[config.mk]
export PLATFORM = sky130hd
export DESIGN_NAME = two_char_to_num
export DESIGN_NICKNAME = d
export VERILOG_FILES = /design/src/rtl/two_char_to_num.sv
export SDC_FILE = /design/constraint.sdc
export NUM_CORES = 1
export LEC_CHECK = 0
export CORE_MARGIN = 8
export CORE_UTILIZATION = 40
export CTS_BUF_LIST = sky130_fd_sc_hd__clkbuf_8
export DETAILED_ROUTE_END_ITERATION = 8
export GPL_ROUTABILITY_DRIVEN = 0
export PLACE_DENSITY = 0.67
export SYNTH_ARGS = -nofsm -noshare
export SYNTH_HDL_FRONTEND = slang
export SYNTH_SLANG_ARGS = --single-unit
[constraint.sdc]
create_clock -name clk -period 7.3 [get_ports clk]
set_input_delay 1.46 -clock clk [delete_from_list [all_inputs] [get_ports clk]]
set_output_delay 1.46 -clock clk [all_outputs]
set_load 0.01 [all_outputs]
[src/rtl/two_char_to_num.sv]
// Builds a two-digit decimal value from a tens and then a ones ASCII digit, and range-checks it.
// Outputs are registered one cycle after the deciding strobe; there is no backpressure (single-cycle strobes).
module two_char_to_num #(
  parameter int unsigned MAX_VAL = 59,
  parameter int unsigned TIMEOUT = 50000000,
  parameter int unsigned CNT_W   = 26
) (
  input  logic       clk,
  input  logic       rst_n,
  input  logic       char_valid,
  input  logic [7:0] char_data,
  input  logic       clear,
  output logic [6:0] number,
  output logic       num_valid,
  output logic       err,
  output logic [1:0] err_code,
  output logic       busy
);

  typedef enum logic {
    S_IDLE     = 1'b0,
    S_WAIT_ONE = 1'b1
  } state_t;

  localparam logic [1:0]       ERR_NONDIGIT = 2'b01;
  localparam logic [1:0]       ERR_RANGE    = 2'b10;
  localparam logic [1:0]       ERR_TIMEOUT  = 2'b11;
  localparam logic [6:0]       MAX_V        = 7'(MAX_VAL);
  localparam logic [CNT_W-1:0] CNT_LAST     = CNT_W'((TIMEOUT == 0) ? 0 : TIMEOUT - 1);
  localparam bit               TIMEOUT_EN   = (TIMEOUT != 0);

  state_t           r_state;
  state_t           w_state_nxt;
  logic [3:0]       r_tens;
  logic [3:0]       w_tens_nxt;
  logic [CNT_W-1:0] r_cnt;
  logic [CNT_W-1:0] w_cnt_nxt;
  logic [6:0]       r_number;
  logic [6:0]       w_number_nxt;
  logic             r_num_valid;
  logic             w_num_valid_nxt;
  logic             r_err;
  logic             w_err_nxt;
  logic [1:0]       r_err_code;
  logic [1:0]       w_err_code_nxt;

  logic             w_is_digit;
  logic             w_is_bksp;
  logic [6:0]       w_sum;
  logic             w_in_range;
  logic             w_timeout;

  assign w_is_digit = (char_data[7:4] == 4'h3) && (char_data[3:0] <= 4'd9);
  assign w_is_bksp  = (char_data == 8'h08);
  // tens*10 as tens*8 + tens*2; the largest result is 99 so 7 bits never overflow
  assign w_sum      = {r_tens, 3'b000} + {2'b00, r_tens, 1'b0} + {3'b000, char_data[3:0]};
  assign w_in_range = (w_sum <= MAX_V);
  assign w_timeout  = TIMEOUT_EN && (r_cnt == CNT_LAST);

  always_ff @(posedge clk or negedge rst_n) begin
    if (!rst_n) begin
      r_state <= S_IDLE;
    end else begin
      r_state <= w_state_nxt;
    end
  end

  always_comb begin
    w_state_nxt = r_state;
    if (clear) begin
      w_state_nxt = S_IDLE;
    end else begin
      case (r_state)
        S_IDLE: begin
          if (char_valid && w_is_digit) begin
            w_state_nxt = S_WAIT_ONE;
          end
        end
        S_WAIT_ONE: begin
          if (char_valid || w_timeout) begin
            w_state_nxt = S_IDLE;
          end
        end
        default: w_state_nxt = S_IDLE;
      endcase
    end
  end

  // A character in the same cycle as the timeout takes priority over it
  always_comb begin
    w_tens_nxt      = r_tens;
    w_cnt_nxt       = r_cnt;
    w_number_nxt    = r_number;
    w_num_valid_nxt = 1'b0;
    w_err_nxt       = 1'b0;
    w_err_code_nxt  = r_err_code;
    if (clear) begin
      w_tens_nxt = 4'd0;
      w_cnt_nxt  = '0;
    end else begin
      case (r_state)
        S_IDLE: begin
          if (char_valid) begin
            if (w_is_digit) begin
              w_tens_nxt = char_data[3:0];
              w_cnt_nxt  = '0;
            end else if (!w_is_bksp) begin
              w_err_nxt      = 1'b1;
              w_err_code_nxt = ERR_NONDIGIT;
            end
          end
        end
        S_WAIT_ONE: begin
          if (char_valid) begin
            w_cnt_nxt = '0;
            if (w_is_digit) begin
              if (w_in_range) begin
                w_number_nxt    = w_sum;
                w_num_valid_nxt = 1'b1;
              end else begin
                w_err_nxt      = 1'b1;
                w_err_code_nxt = ERR_RANGE;
              end
            end else if (w_is_bksp) begin
              w_tens_nxt = 4'd0;
            end else begin
              w_err_nxt      = 1'b1;
              w_err_code_nxt = ERR_NONDIGIT;
            end
          end else if (w_timeout) begin
            w_cnt_nxt      = '0;
            w_err_nxt      = 1'b1;
            w_err_code_nxt = ERR_TIMEOUT;
          end else begin
            w_cnt_nxt = r_cnt + CNT_W'(1);
          end
        end
        default: begin
          w_tens_nxt = 4'd0;
          w_cnt_nxt  = '0;
        end
      endcase
    end
  end

  always_ff @(posedge clk or negedge rst_n) begin
    if (!rst_n) begin
      r_tens      <= 4'd0;
      r_cnt       <= '0;
      r_number    <= 7'd0;
      r_num_valid <= 1'b0;
      r_err       <= 1'b0;
      r_err_code  <= 2'b00;
    end else begin
      r_tens      <= w_tens_nxt;
      r_cnt       <= w_cnt_nxt;
      r_number    <= w_number_nxt;
      r_num_valid <= w_num_valid_nxt;
      r_err       <= w_err_nxt;
      r_err_code  <= w_err_code_nxt;
    end
  end

  always_comb begin
    busy      = (r_state == S_WAIT_ONE);
    number    = r_number;
    num_valid = r_num_valid;
    err       = r_err;
    err_code  = r_err_code;
  end

endmodule

==> impl_metrics.toml <==
[status]
outcome = "complete, no violations"

[layout]
seq_area_um2 = 1051
n_antenna_cell = 0
final_common_cell = "dfrtp_1"
most-common-layout-cells = "dfrtp_1, nor2_1, nand2_1, clkdlybuf4s50_1, inv_1"
multi_input_area_um2 = 1276
area_growth_pct = 16.27
layout.nets = 297
stdcell_area_um2 = 2816
fin_util_pct = 47.85
n_fill_cell = 564
fin_cells = 351
drive_gt1_share_pct = 9.058

[sta]
rsz0062_at_grt = "false"
skew_ns = 0.004359
setup_violations = 0
slew_violations = 0
slew_headroom_pct = 36.35
fin_tns_setup_ns = 0
final.period_utilization_pct = 59.26
finalHoldViolations = 0
tightest_slew_ns = 0.9547
fmax_ghz = 0.2312
setup_slack_ns = 2.974
post-route-min-period_ns = 4.326

[clock_network]
cts_buffer_depth = 2
cts_resized = 0
cts_root_buf = "clkbuf_8"
post-cts-setup-buffers = 0
cts_max_level = 2
path_clk_slew_ns = 0.08
clock_sinks = 42
clk_latency_ns = 0.29
cts_tree = "yes"
numCtsBuffers = 5
holdBufCountCts = 0

[placement]
dp_slack_ns = 2.606
place_area_um2 = 2706
portBuffers = 23
dp.cells = 343
post-dp-hpwl_mm = 3.681

[worst_setup_path]
crit_fanout = 10
crit_type = "in2reg"
reg2regPathDepth = 9
crit_path_end_kind = "flip-flop"
r2r_slack_ns = 4.34
r2r-end = "number[2]$_DFFE_PN0P_"
required_ns = 7.48
r2r_start = "r_tens[0]$_DFFE_PN0P_"
worst_setup_path_start_kind = "input pin"
arrival_ns = 4.51

[die]
num_rows = 28
core_area_um2 = 5886
chipWidth_um = 93.82
die-area_um2 = 8802
ios = 24
start_util_pct = 41.16
die_h_um = 93.82

[yosys]
yosysWarnings = 0
ys.flop_type = "dfrtp_1"
synth_area_um2 = 2422
syn_nets = 272
async_flop_share_pct = 100.0
synth_seq_area_share_pct = 43.39
synth_cells = 250
synth_edf_count = 0
ys_ff_latch = 42
yosysUniqueCellTypes = 49
syn_area_per_cell_um2 = 9.689

[hold_path]
min_path_type = "reg2reg"
holdPathStages = 1
hp-start = "number[6]$_DFFE_PN0P_"
hold-path-endpoint = "number[6]$_DFFE_PN0P_"

[pwr]
vdd_ir_drop_max_mv = 0.07151
power.density_nw_per_um2 = 169.6
leakagePower_nw = 1.246

[global_routing]
gr-total-overflow = 0
grt_pass1_wl_mm = 8.459
grt_pass1_vias = 1802
antenna_found_initial = 0
grt_max_degree = 43
grt_util_all_layers_pct = 11.95

[route]
routed_wl_mm = 5.087
postRouteAntennaNets = 0
drt_iter0_drc = 116
first_pass_iters = 4
wl_per_cell_um = 14.49
route.vias.total = 1872
via_per_inst = 5.333
route.detailed.drc = 0

[job]
cap_violations = 0
[cell usage after synthesis (2+ instances only)]
library cell  count  area, um^2
nor3_1            7       35.03
or2b_2            2       17.52
a21oi_1          11       55.05
and4_1            3       26.28
a41oi_1           2       17.52
mux2_2            4       45.04
xor2_1           12       105.1
and2_1            3       18.77
o21ai_0          10       50.05
a31oi_1           6       37.54
ha_1              8       100.1
nand4_1           9       56.30
clkbuf_1          2       7.510
nor2_1           26       97.59
xnor2_1           7       61.31
dfrtp_1          42        1051
and3_2            2       15.01
nand3_1           8       40.04
or3_1             2       12.51
o31ai_1           2       15.01
fa_1              2       40.04
and3_1            5       31.28
a211oi_1          2       15.01
o21bai_2          2       22.52
buf_6             2       22.52
nor4_1            3       18.77
inv_1            12       45.04
buf_4             2       15.01
a21o_1            4       30.03
mux2i_1           5       50.05
nand2_1          25       93.84
[routing by layer]
layer | global-route usage, % | up-vias | share of wire, %
met1 | 15.37 | 890 | 47
met5 | 0 | - | 0
met4 | 4.756 | 0 | 0.92
li1 | - | 946 | -
met3 | 2.158 | 2 | 4.4
met2 | 19.31 | 34 | 47
[where the power goes]
group | switching, mW | internal, mW
combinational | 0.0334 | 0.0227
sequential | 0.00173 | 0.235
clock | 0.0839 | 0.101
[logic make-up after synthesis]
kind of cell | after synthesis | synth area share [%]
buffers and inverters | 19 | 3.925
XOR/XNOR | 19 | 6.870
flip-flops | 42 | 43.39
AND/OR/NAND/NOR | 105 | 23.19
multiplexers | 9 | 3.926
AO/OA/AOI/OAI | 46 | 12.91
adder cells (fa/ha/maj) | 10 | 5.785
[sequential cells by signal, indices dropped and copies added (netlist names)]
name,cells
r_tens,4
busy,1
num_valid,1
r_cnt,26
number,7
err_code,2
err,1
[critical path: stages]
cell and delay [ns]:
clkdlybuf4s50_1 0.52, inv_1 0.08, fa_1 0.53, inv_1 0.06, ha_1 0.29, a21o_1 0.15
a21oi_1 0.26, mux2i_1 0.35, nand4b_1 0.40, mux2_2 0.40
[how the worst max path moves through the flow]
stage,startpoint,end,slack [ns]
finish,char_data[3],number[2]$_DFFE_PN0P_,2.97
floorplan,char_data[3],number[0]$_DFFE_PN0P_,3.46
CTS,char_data[3],number[2]$_DFFE_PN0P_,2.93
global placement,char_data[3],number[3]$_DFFE_PN0P_,2.71
detailed placement,char_data[3],number[2]$_DFFE_PN0P_,2.61
global route,char_data[3],number[2]$_DFFE_PN0P_,2.65
[stage by stage]
step / hold slack (ns) / power [mW]
6_report: 0.5026 / 0.4775
3_3_place_gp: 0.4730 / 0.2970
4_1_cts: 0.5080 / 0.4839
3_5_place_dp: 0.4889 / 0.2983
5_1_grt: 0.5465 / 0.4985
2_1_floorplan: 0.4650 / 0.2769
[cell type report]
type / instances / area share (%)
clock buffers: 5 / 2.443
clock inverters: 3 / 1.466
inverters: 12 / 1.599
multi-input cells: 189 / 45.31
flip-flops and latches: 42 / 37.32
well taps: 75 / 3.332
repair buffers: 25 / 8.530
No activity file was read; power rests on OpenSTA's default activity.
